<file path="src/rtl/adder4_share_ctrl.sv">
`default_nettype none
// ============================================================================
// Module   : adder4_share_ctrl (with helper adder_4bit)
// Purpose  : Shares one 4-bit adder between two requesters. Each accepted
//            operation adds WIDTH-bit operands nibble-serially, least
//            significant nibble first, carrying through a register. The two
//            requesters are arbitrated round-robin. Valid/ready handshakes
//            are used on both the request and the response side.
// Ports    : clk, rst                 - clock (rising edge), async active-high reset
//            reqN_valid/ready         - request handshake, N = 0, 1
//            reqN_a, reqN_b, reqN_cin - operands and carry-in
//            reqN_sub                 - subtract select (ADD_SUB_EN builds only)
//            rsp_valid/ready          - response handshake
//            rsp_id                   - index of the requester that owns the result
//            rsp_sum, rsp_cout        - sum modulo 2^WIDTH and carry out
//            busy                     - high while an operation is in flight
// Options  : ADD_SUB_EN - when defined, adds reqN_sub ports. sub=1 computes
//            A-B, and rsp_cout=1 then means "no borrow".
// Revision : 1.0 - initial release
// ============================================================================

module adder_4bit (
    input  logic [3:0] i_a,
    input  logic [3:0] i_b,
    input  logic       i_cin,
    output logic [3:0] o_sum,
    output logic       o_cout
);
    assign {o_cout, o_sum} = {1'b0, i_a} + {1'b0, i_b} + {4'b0000, i_cin};
endmodule

module adder4_share_ctrl #(
    parameter int WIDTH = 16
) (
    input  logic             clk,
    input  logic             rst,
    input  logic             req0_valid,
    output logic             req0_ready,
    input  logic [WIDTH-1:0] req0_a,
    input  logic [WIDTH-1:0] req0_b,
    input  logic             req0_cin,
`ifdef ADD_SUB_EN
    input  logic             req0_sub,
`endif
    input  logic             req1_valid,
    output logic             req1_ready,
    input  logic [WIDTH-1:0] req1_a,
    input  logic [WIDTH-1:0] req1_b,
    input  logic             req1_cin,
`ifdef ADD_SUB_EN
    input  logic             req1_sub,
`endif
    output logic             rsp_valid,
    input  logic             rsp_ready,
    output logic             rsp_id,
    output logic [WIDTH-1:0] rsp_sum,
    output logic             rsp_cout,
    output logic             busy
);
    localparam int NIBS  = WIDTH / 4;
    localparam int CNT_W = (NIBS > 1) ? $clog2(NIBS) : 1;
    localparam logic [CNT_W-1:0] LAST_NIB = CNT_W'(NIBS - 1);

    typedef enum logic [1:0] {
        IDLE = 2'd0,
        CALC = 2'd1,
        DONE = 2'd2
    } state_t;

    state_t           state_q, state_d;
    logic [CNT_W-1:0] cnt_q, cnt_d;
    logic             carry_q, carry_d;
    logic [WIDTH-1:0] a_q, a_d;
    logic [WIDTH-1:0] b_q, b_d;
    logic [WIDTH-1:0] sum_q, sum_d;
    logic             cout_q, cout_d;
    logic             id_q, id_d;
    logic             valid_q, valid_d;
    logic             last_grant_q, last_grant_d;
`ifdef ADD_SUB_EN
    logic             sub_q, sub_d;
`endif

    logic             grant0, grant1;
    logic [3:0]       a_nib, b_nib, b_in, nib_sum;
    logic             nib_cout;

    // Round-robin: on a tie the requester that was not granted last wins.
    // Reset leaves last_grant at 1 so requester 0 wins the first tie.
    always_comb begin
        grant0 = (state_q == IDLE) && req0_valid && (!req1_valid || last_grant_q);
        grant1 = (state_q == IDLE) && req1_valid && (!req0_valid || !last_grant_q);
    end

    assign req0_ready = grant0;
    assign req1_ready = grant1;

    // Select the operand nibbles that the counter points at.
    always_comb begin
        a_nib = '0;
        b_nib = '0;
        for (int i = 0; i < NIBS; i++) begin
            if (cnt_q == CNT_W'(i)) begin
                a_nib = a_q[4*i +: 4];
                b_nib = b_q[4*i +: 4];
            end
        end
`ifdef ADD_SUB_EN
        // Two's-complement subtract: invert B. The initial carry of 1 is
        // loaded at accept.
        b_in = sub_q ? ~b_nib : b_nib;
`else
        b_in = b_nib;
`endif
    end

    adder_4bit u_adder (
        .i_a    (a_nib),
        .i_b    (b_in),
        .i_cin  (carry_q),
        .o_sum  (nib_sum),
        .o_cout (nib_cout)
    );

    always_comb begin
        state_d      = state_q;
        cnt_d        = cnt_q;
        carry_d      = carry_q;
        a_d          = a_q;
        b_d          = b_q;
        sum_d        = sum_q;
        cout_d       = cout_q;
        id_d         = id_q;
        valid_d      = valid_q;
        last_grant_d = last_grant_q;
`ifdef ADD_SUB_EN
        sub_d        = sub_q;
`endif
        case (state_q)
            IDLE: begin
                if (grant0 || grant1) begin
                    id_d         = grant1;
                    last_grant_d = grant1;
                    a_d          = grant1 ? req1_a : req0_a;
                    b_d          = grant1 ? req1_b : req0_b;
                    cnt_d        = '0;
`ifdef ADD_SUB_EN
                    sub_d        = grant1 ? req1_sub : req0_sub;
                    carry_d      = (grant1 ? req1_sub : req0_sub) ? 1'b1
                                 : (grant1 ? req1_cin : req0_cin);
`else
                    carry_d      = grant1 ? req1_cin : req0_cin;
`endif
                    state_d      = CALC;
                end
            end
            CALC: begin
                for (int i = 0; i < NIBS; i++) begin
                    if (cnt_q == CNT_W'(i)) begin
                        sum_d[4*i +: 4] = nib_sum;
                    end
                end
                carry_d = nib_cout;
                if (cnt_q == LAST_NIB) begin
                    cnt_d   = '0;
                    cout_d  = nib_cout;
                    valid_d = 1'b1;
                    state_d = DONE;
                end else begin
                    cnt_d = cnt_q + 1'b1;
                end
            end
            DONE: begin
                if (rsp_ready) begin
                    valid_d = 1'b0;
                    state_d = IDLE;
                end
            end
            default: begin
                state_d = IDLE;
                valid_d = 1'b0;
            end
        endcase
    end

    always_ff @(posedge clk or posedge rst) begin
        if (rst) begin
            state_q      <= IDLE;
            cnt_q        <= '0;
            carry_q      <= 1'b0;
            a_q          <= '0;
            b_q          <= '0;
            sum_q        <= '0;
            cout_q       <= 1'b0;
            id_q         <= 1'b0;
            valid_q      <= 1'b0;
            last_grant_q <= 1'b1;
`ifdef ADD_SUB_EN
            sub_q        <= 1'b0;
`endif
        end else begin
            state_q      <= state_d;
            cnt_q        <= cnt_d;
            carry_q      <= carry_d;
            a_q          <= a_d;
            b_q          <= b_d;
            sum_q        <= sum_d;
            cout_q       <= cout_d;
            id_q         <= id_d;
            valid_q      <= valid_d;
            last_grant_q <= last_grant_d;
`ifdef ADD_SUB_EN
            sub_q        <= sub_d;
`endif
        end
    end

    assign rsp_valid = valid_q;
    assign rsp_id    = id_q;
    assign rsp_sum   = sum_q;
    assign rsp_cout  = cout_q;
    assign busy      = (state_q != IDLE);

endmodule
`default_nettype wire

</file>
<file path="config.mk">
export PLATFORM = sky130hd
export DESIGN_NAME = adder4_share_ctrl
export DESIGN_NICKNAME = d
export VERILOG_FILES = /design/src/rtl/adder4_share_ctrl.sv
export SDC_FILE = /design/constraint.sdc
export NUM_CORES = 1
export LEC_CHECK = 0
export CELL_PAD_IN_SITES_DETAIL_PLACEMENT = 1
export CELL_PAD_IN_SITES_GLOBAL_PLACEMENT = 1
export CORE_UTILIZATION = 31
export CTS_CLUSTER_SIZE = 25
export DETAILED_ROUTE_END_ITERATION = 7
export PLACE_DENSITY = 0.82
export REMOVE_ABC_BUFFERS = 1
export SYNTH_ARGS = -nofsm -noshare
export SYNTH_HDL_FRONTEND = slang
export SYNTH_SLANG_ARGS = --single-unit
</file>
<file path="constraint.sdc">
create_clock -name clk -period 2.75 [get_ports clk]
set_input_delay 0.275 -clock clk [delete_from_list [all_inputs] [get_ports clk]]
set_output_delay 0.275 -clock clk [all_outputs]
set_load 0.02 [all_outputs]
</file>
* After elaboration in Yosys (flattened, before gate mapping)
Cells that the tools add are included.
W data, S select, Z words.
** Operators by class
- Add/subtract/negate cells :: 3
- Eq/ne operators :: 8
- Multiplexer cells :: 23
- Bitwise gates (word level) :: 1
- Reduce and logical (&&, ||, !) cells :: 22
** Operator list (count)
- $mux W16 :: 2
- $mux W4 :: 8
- $reduce_and A2 Y1 :: 6
- $mux W2 :: 5
- $eq A2 B2 Y1 const B :: 3
- $pmux W2 S3 :: 1
- $reduce_and A3 Y1 :: 2
- $add A4 B4 Y5 :: 1
- $add A5 B1 Y5 :: 1
- $eq A2 B1 Y1 const B :: 2
- $logic_and A1 B1 Y1 :: 4
- $logic_not A2 Y1 :: 2
- $mux W1 :: 4
- $ne A2 B2 Y1 const B :: 2
- $pmux W2 S2 :: 1
- $reduce_bool A2 Y1 :: 2
- $logic_not A1 Y1 :: 3
- $logic_or A1 B1 Y1 :: 3
- $pmux W1 S3 :: 1
- $add A2 B1 Y2 const B :: 1
- $ne A2 B1 Y1 const B :: 1
- $pmux W1 S2 :: 1
- $not A1 Y1 :: 1
** Word-level totals
- Bits in registers :: 57
- Input port bits :: 71
- Output and inout port bits :: 22
- Word-level logic and storage cells :: 70

* Longest topological paths before layout
Gate-level depths: netlist (run 1).
- Depth after elaboration :: 8
- Gate-level depth with buffers :: 13
- Gate-level depth less buffers :: 11

* Cells and area by module
Synthesis (run 1) repeated with hierarchy kept, for this count alone.
** Unflattened totals
- Cells, all modules :: 285
- Area total of the unflattened synthesis :: 2992.9 um2
** Modules (own cells, without submodules)
- adder4_share_ctrl :: instances 1, cells an instance 269, area an instance 2849.0 um2, seq. area each 1427.6 um2
- adder_4bit :: instances 1, cells an instance 16, area an instance 143.9 um2, seq. area each 0.0 um2

* Worst setup path after synthesis (run 1)
No wires, ideal clock.
- Path type :: register to register
- Start point :: register cnt_q[0]
- End point :: register sum_q[9], in the netlist rsp_sum[9]
- Setup time :: 0.125 ns
- Arrival :: 2.475 ns
- Required time :: 2.625 ns
- Path slack :: 0.150 ns
- Cell stages (with the launch flop) :: 12
- Path buffers :: 2
- Period minus slack after synthesis :: 2.600 ns
- Path through :: dfrtp_1 > inv_1 > ha_1 > buf_2 > buf_1 > a21oi_1 > o21ai_0 > a22oi_1 > fa_1 > inv_1 > fa_1 > mux2_4
** Between the ends
- Longest elaborated chain between the ends :: 7
- Elaborated cells between the ends (all ways) :: 15
- Classes of those cells :: 2 x add/sub; 3 x eq/ne; 8 x mux; 2 x reduce/logical
** Ends and longest elaborated chain
- start, declared :: line 71 : logic [CNT_W-1:0] cnt_q, cnt_d;
- start signal, assigned :: line 203 : cnt_q <= cnt_d;
- $logic_not A2 Y1 :: line 103 : if (cnt_q == CNT_W'(i)) begin
- $mux W4 (4 in series) :: line 103
- $add A4 B4 Y5 * :: line 29 : assign {o_cout, o_sum} = {1'b0, i_a} + {1'b0, i_b} + {4'b0000, i_cin};
- $add A5 B1 Y5 * :: line 29
- via nib_sum[1] :: line 85 : logic [3:0] a_nib, b_nib, b_in, nib_sum;
- end signal, assigned :: line 207 : sum_q <= sum_d;
- end, declared :: line 75 : logic [WIDTH-1:0] sum_q, sum_d;
Mark *: on every way through the listed nets, which the timed path passes. The rest lies on a longest branch.
A chain may end at the register's enable or synchronous reset.

* Worst setup path after layout (run 1)
- Start point :: register cnt_q[0]
- End point :: register sum_q[7], in the netlist rsp_sum[7]
** Between the ends
- Longest elaborated chain between the ends :: 7
- Elaborated cells between the ends (all ways) :: 15
- Classes of those cells :: 2 x add/sub; 3 x eq/ne; 8 x mux; 2 x reduce/logical
** Ends and longest elaborated chain (line)
- $logic_not A2 Y1 :: 103
- $mux W4 (4 in series) :: 103
- $add A4 B4 Y5 :: 29
- $add A5 B1 Y5 :: 29
Parallel ways exist; a longest one is shown, timed or not.

==> impl_metrics.env, run 1 <==
export IMPL_grt_first_pass_wirelength_um=13500
export IMPL_synth_seq_area_share_pct=48.8
export IMPL_synthCells=337
export IMPL_die_area_um2=9830
export IMPL_cap_violations=0
export IMPL_wl_um=8200
export IMPL_sequentialPowerShare_pct=31.5
export IMPL_start_kind="flip-flop"
export IMPL_cts_setup_buffers=0
export IMPL_rows=35
export IMPL_register_area_um2=1430
export IMPL_layout_nets=510
export IMPL_required_ns=2.94
export IMPL_io_buffers=92
export IMPL_start_util_pct=31.8
export IMPL_p_int_mw=2.93
export IMPL_report_final_slew_viol_count=0
export IMPL_htree_levels=3
export IMPL_die_y_um=99.1
export IMPL_drc=2
export IMPL_ios=93
export IMPL_num_fill_cells=1105
export IMPL_final_util_pct=45.4
export IMPL_multi_input_area_um2=1380
export IMPL_antenna_found_initial=0
export IMPL_synth_async_sr_flop_share_pct=100
export IMPL_r2r_start="cnt_q[0]"
export IMPL_power_density_nw_per_um2=1210
export IMPL_avgSynthCellArea_um2=8.68
export IMPL_clock_power_share_pct=14.2
export IMPL_wl_per_cell_um=15.0
export IMPL_cts_made_buffers=9
export IMPL_min_path_type="in2async"
export IMPL_hold_buffers=0
export IMPL_syn_area_um2=2930
export IMPL_ff2ff_path_depth=12
export IMPL_critPathSlowestCell="dfrtp_2"
export IMPL_outcome="finished with violations"
export IMPL_p_sw_mw=2.14
export IMPL_viasPerCell=4.91
export IMPL_failed_checks="design-rule violations"
export IMPL_setup_violations=0
export IMPL_cts_buffer_depth=2
export IMPL_cts_sinks=57
export IMPL_core_um2=9200
export IMPL_fin_hold_ws_ns=0.436
export IMPL_diodes=0
export IMPL_crit_path_end_kind="flip-flop"
export IMPL_max_freq_mhz=389
export IMPL_ant_nets=0
export IMPL_grt_start_max_net_pins=68
export IMPL_tightest_slew_ns=0.831
export IMPL_period_share_pct=93.5
export IMPL_critPathTopFamily="compound AO/OA/AOI/OAI gates"
export IMPL_cts_root_buffer="clkbuf_8"
export IMPL_arrival_ns=2.76
export IMPL_drtIter0Drc=108
export IMPL_netSwitchingFraction_pct=42.3
export IMPL_grt_usage_pct=17.5
export IMPL_finalPower_mw=5.07
export IMPL_path_clk_slew_ns=0.06
export IMPL_ys_seq_elements=57
export IMPL_via_count=2680
export IMPL_combinationalPowerShare_pct=54.3
export IMPL_r2r_end="rsp_sum[7]"
export IMPL_dp_hpwl_um=6290
export IMPL_drive_above_1_share_pct=10.3
export IMPL_crit_chain="inv_2 -> ha_4 -> buf_4 -> nand3b_1 -> a21oi_1 -> a21oi_1 -> o21ai_0 -> ha_1 -> a21o_1 -> a31oi_1 -> xor2_1 -> o21ai_0"
export IMPL_cts_tree="yes"
export IMPL_timing_slew_headroom_pct=44.5
export IMPL_synth_cell_types=35
export IMPL_die_w_um=99.1
export IMPL_dr_pass1_iters=6
export IMPL_finalHoldViolCount=0
export IMPL_globalplace_congestion=0.755
export IMPL_synth_ff_type="dfrtp_1"
export IMPL_critPathKind="reg2reg"
export IMPL_ir_drop_v=0.000435
export IMPL_grt_pass1_vias=2869
export IMPL_area_delta_synth_final_pct=42.9
export IMPL_layout_min_cycle_time_ns=2.57
export IMPL_worstPathMaxFanout=6
export IMPL_cpPeakStageDelay_ns=0.46
export IMPL_p_leak_nw=1.84
export IMPL_tns_ns=0
export IMPL_clock_latency_ns=0.33
export IMPL_finalClockSkew_ns=0.0126
export IMPL_overflow=0
export IMPL_path_buf_inv=2
export IMPL_synth_edff_count=0
export IMPL_ff2ff_setup_slack_ns=0.18
export IMPL_synthesis_yosys_warnings=0
worst reg2reg max path: stages, from the launching register on:
cell      delay [ns]
dfrtp_2         0.46
inv_2           0.13
ha_4            0.18
buf_4           0.15
nand3b_1        0.09
a21oi_1         0.14
a21oi_1         0.06
o21ai_0         0.15
ha_1            0.30
a21o_1          0.17
a31oi_1         0.17
xor2_1          0.29
o21ai_0         0.15
power groups by stage:
stage	sequential, mW	clock, mW	combinational [mW]
4_1_cts	1.59	0.733	2.73
5_1_grt	1.65	0.766	3.06
6_report	1.59	0.719	2.75
2_1_floorplan	1.64	0	1.61
3_3_place_gp	1.58	0	2.58
3_5_place_dp	1.60	0	2.72
placed cells by master, fill, tap and decap left out, types with 2 or more instances in the layout:
cell,count
nand2_1,100
clkdlybuf4s50_1,92
dfrtp_1,54
nor2_1,34
a31oi_1,33
a21oi_1,19
o21ai_0,15
clkbuf_8,12
buf_4,10
o21ai_1,7
inv_1,6
nand3b_1,6
nand2_4,4
inv_2,4
ha_1,4
clkbuf_1,4
mux2_4,3
ha_4,3
nor2b_1,2
a21o_1,2
a22o_1,2
a22oi_1,2
fa_1,2
dfrtp_2,2
per-layer routing:
metal,GRT usage (%),wire [um],share of wire (%)
met1,22.6,3820,47
met2,29.4,4010,49
met3,3.30,266,3.2
met4,6.45,100,1.2
met5,0,0,0
stage by stage:
stage                     setup slack [ns]  cells  cell area (um2)
after floorplan                      0.250    316             2800
after detailed placement           -0.0246    530             3960
after CTS                           0.0139    546             4140
after global placement               0.209    530             3960
after global routing              -0.00413    546             4180
final                                0.179    546             4180
synthesized netlist by cell type, types with 2 or more instances:
| cell type | number | share of area (%) |
|---|---|---|
| ha_1 | 7 | 3.0 |
| buf_2 | 10 | 1.7 |
| o21ai_0 | 18 | 3.1 |
| a22o_1 | 2 | 0.60 |
| nor2b_1 | 2 | 0.43 |
| dfrtp_1 | 56 | 48 |
| nand2_4 | 4 | 1.5 |
| buf_6 | 2 | 0.77 |
| a22oi_1 | 2 | 0.51 |
| inv_1 | 9 | 1.2 |
| nand2_1 | 100 | 13 |
| nand3b_1 | 6 | 1.5 |
| a21oi_1 | 19 | 3.3 |
| a31oi_1 | 33 | 7.1 |
| o21ai_1 | 4 | 0.68 |
| fa_1 | 2 | 1.4 |
| a21o_1 | 2 | 0.51 |
| buf_4 | 4 | 1.0 |
| nor2_1 | 34 | 4.4 |
| clkbuf_1 | 4 | 0.51 |
| mux2_4 | 3 | 1.5 |
cell type report:
class                           count  share of cell area [%]
Timing Repair Buffer              103                    24.3
Tap cell                          111                    3.32
Sequential cell                    57                    34.2
Clock buffer                       16                    4.31
Multi-Input combinational cell    249                    32.9
Inverter                           10                   0.898
what timing repair did:
| item | 4_1_cts | 5_1_grt |
|---|---|---|
| gates resized for setup | 1 | 12 |
| endpoints found under the setup margin | 4 | 14 |
| pin swaps | 0 | 1 |
| hold endpoints to repair | 0 | 0 |
flip-flops by register name, summed over array words and instances (netlist names):
name	flops
rsp_valid	1
cnt_q	2
rsp_id	1
carry_q	1
last_grant_q	1
a_q	16
b_q	16
state_q	2
rsp_cout	1
rsp_sum	16
logic make-up after synthesis:
logic type	count (synthesis)	share of synthesized area, %
DFF	57	48.8
buffers and inverters	31	5.43
muxes	4	1.92
adders and majority gates	9	4.36
and+or+nand+nor	152	22.6
xor gates and xnor gates	2	0.599
AOI/OAI and AO/OA	82	16.3
worst max-delay path by stage:
stage                     depth (start not counted)      from           to
after CTS                                        12  cnt_q[0]   rsp_sum[7]
after global placement                           10  cnt_q[0]      carry_q
final                                            12  cnt_q[0]   rsp_sum[7]
after global routing                             12  cnt_q[0]  rsp_sum[11]
after floorplan                                  10  cnt_q[0]      carry_q
after detailed placement                         12  cnt_q[1]   rsp_sum[7]
(Power assumes the default switching activity.)
==> run 2, diff against run 1 <==
Settings changed: ABC_CLOCK_PERIOD_IN_PS from default to 2750.
==> results of run 2 <==
No change in the layout: final DEF, timing and power equal those of run 1.
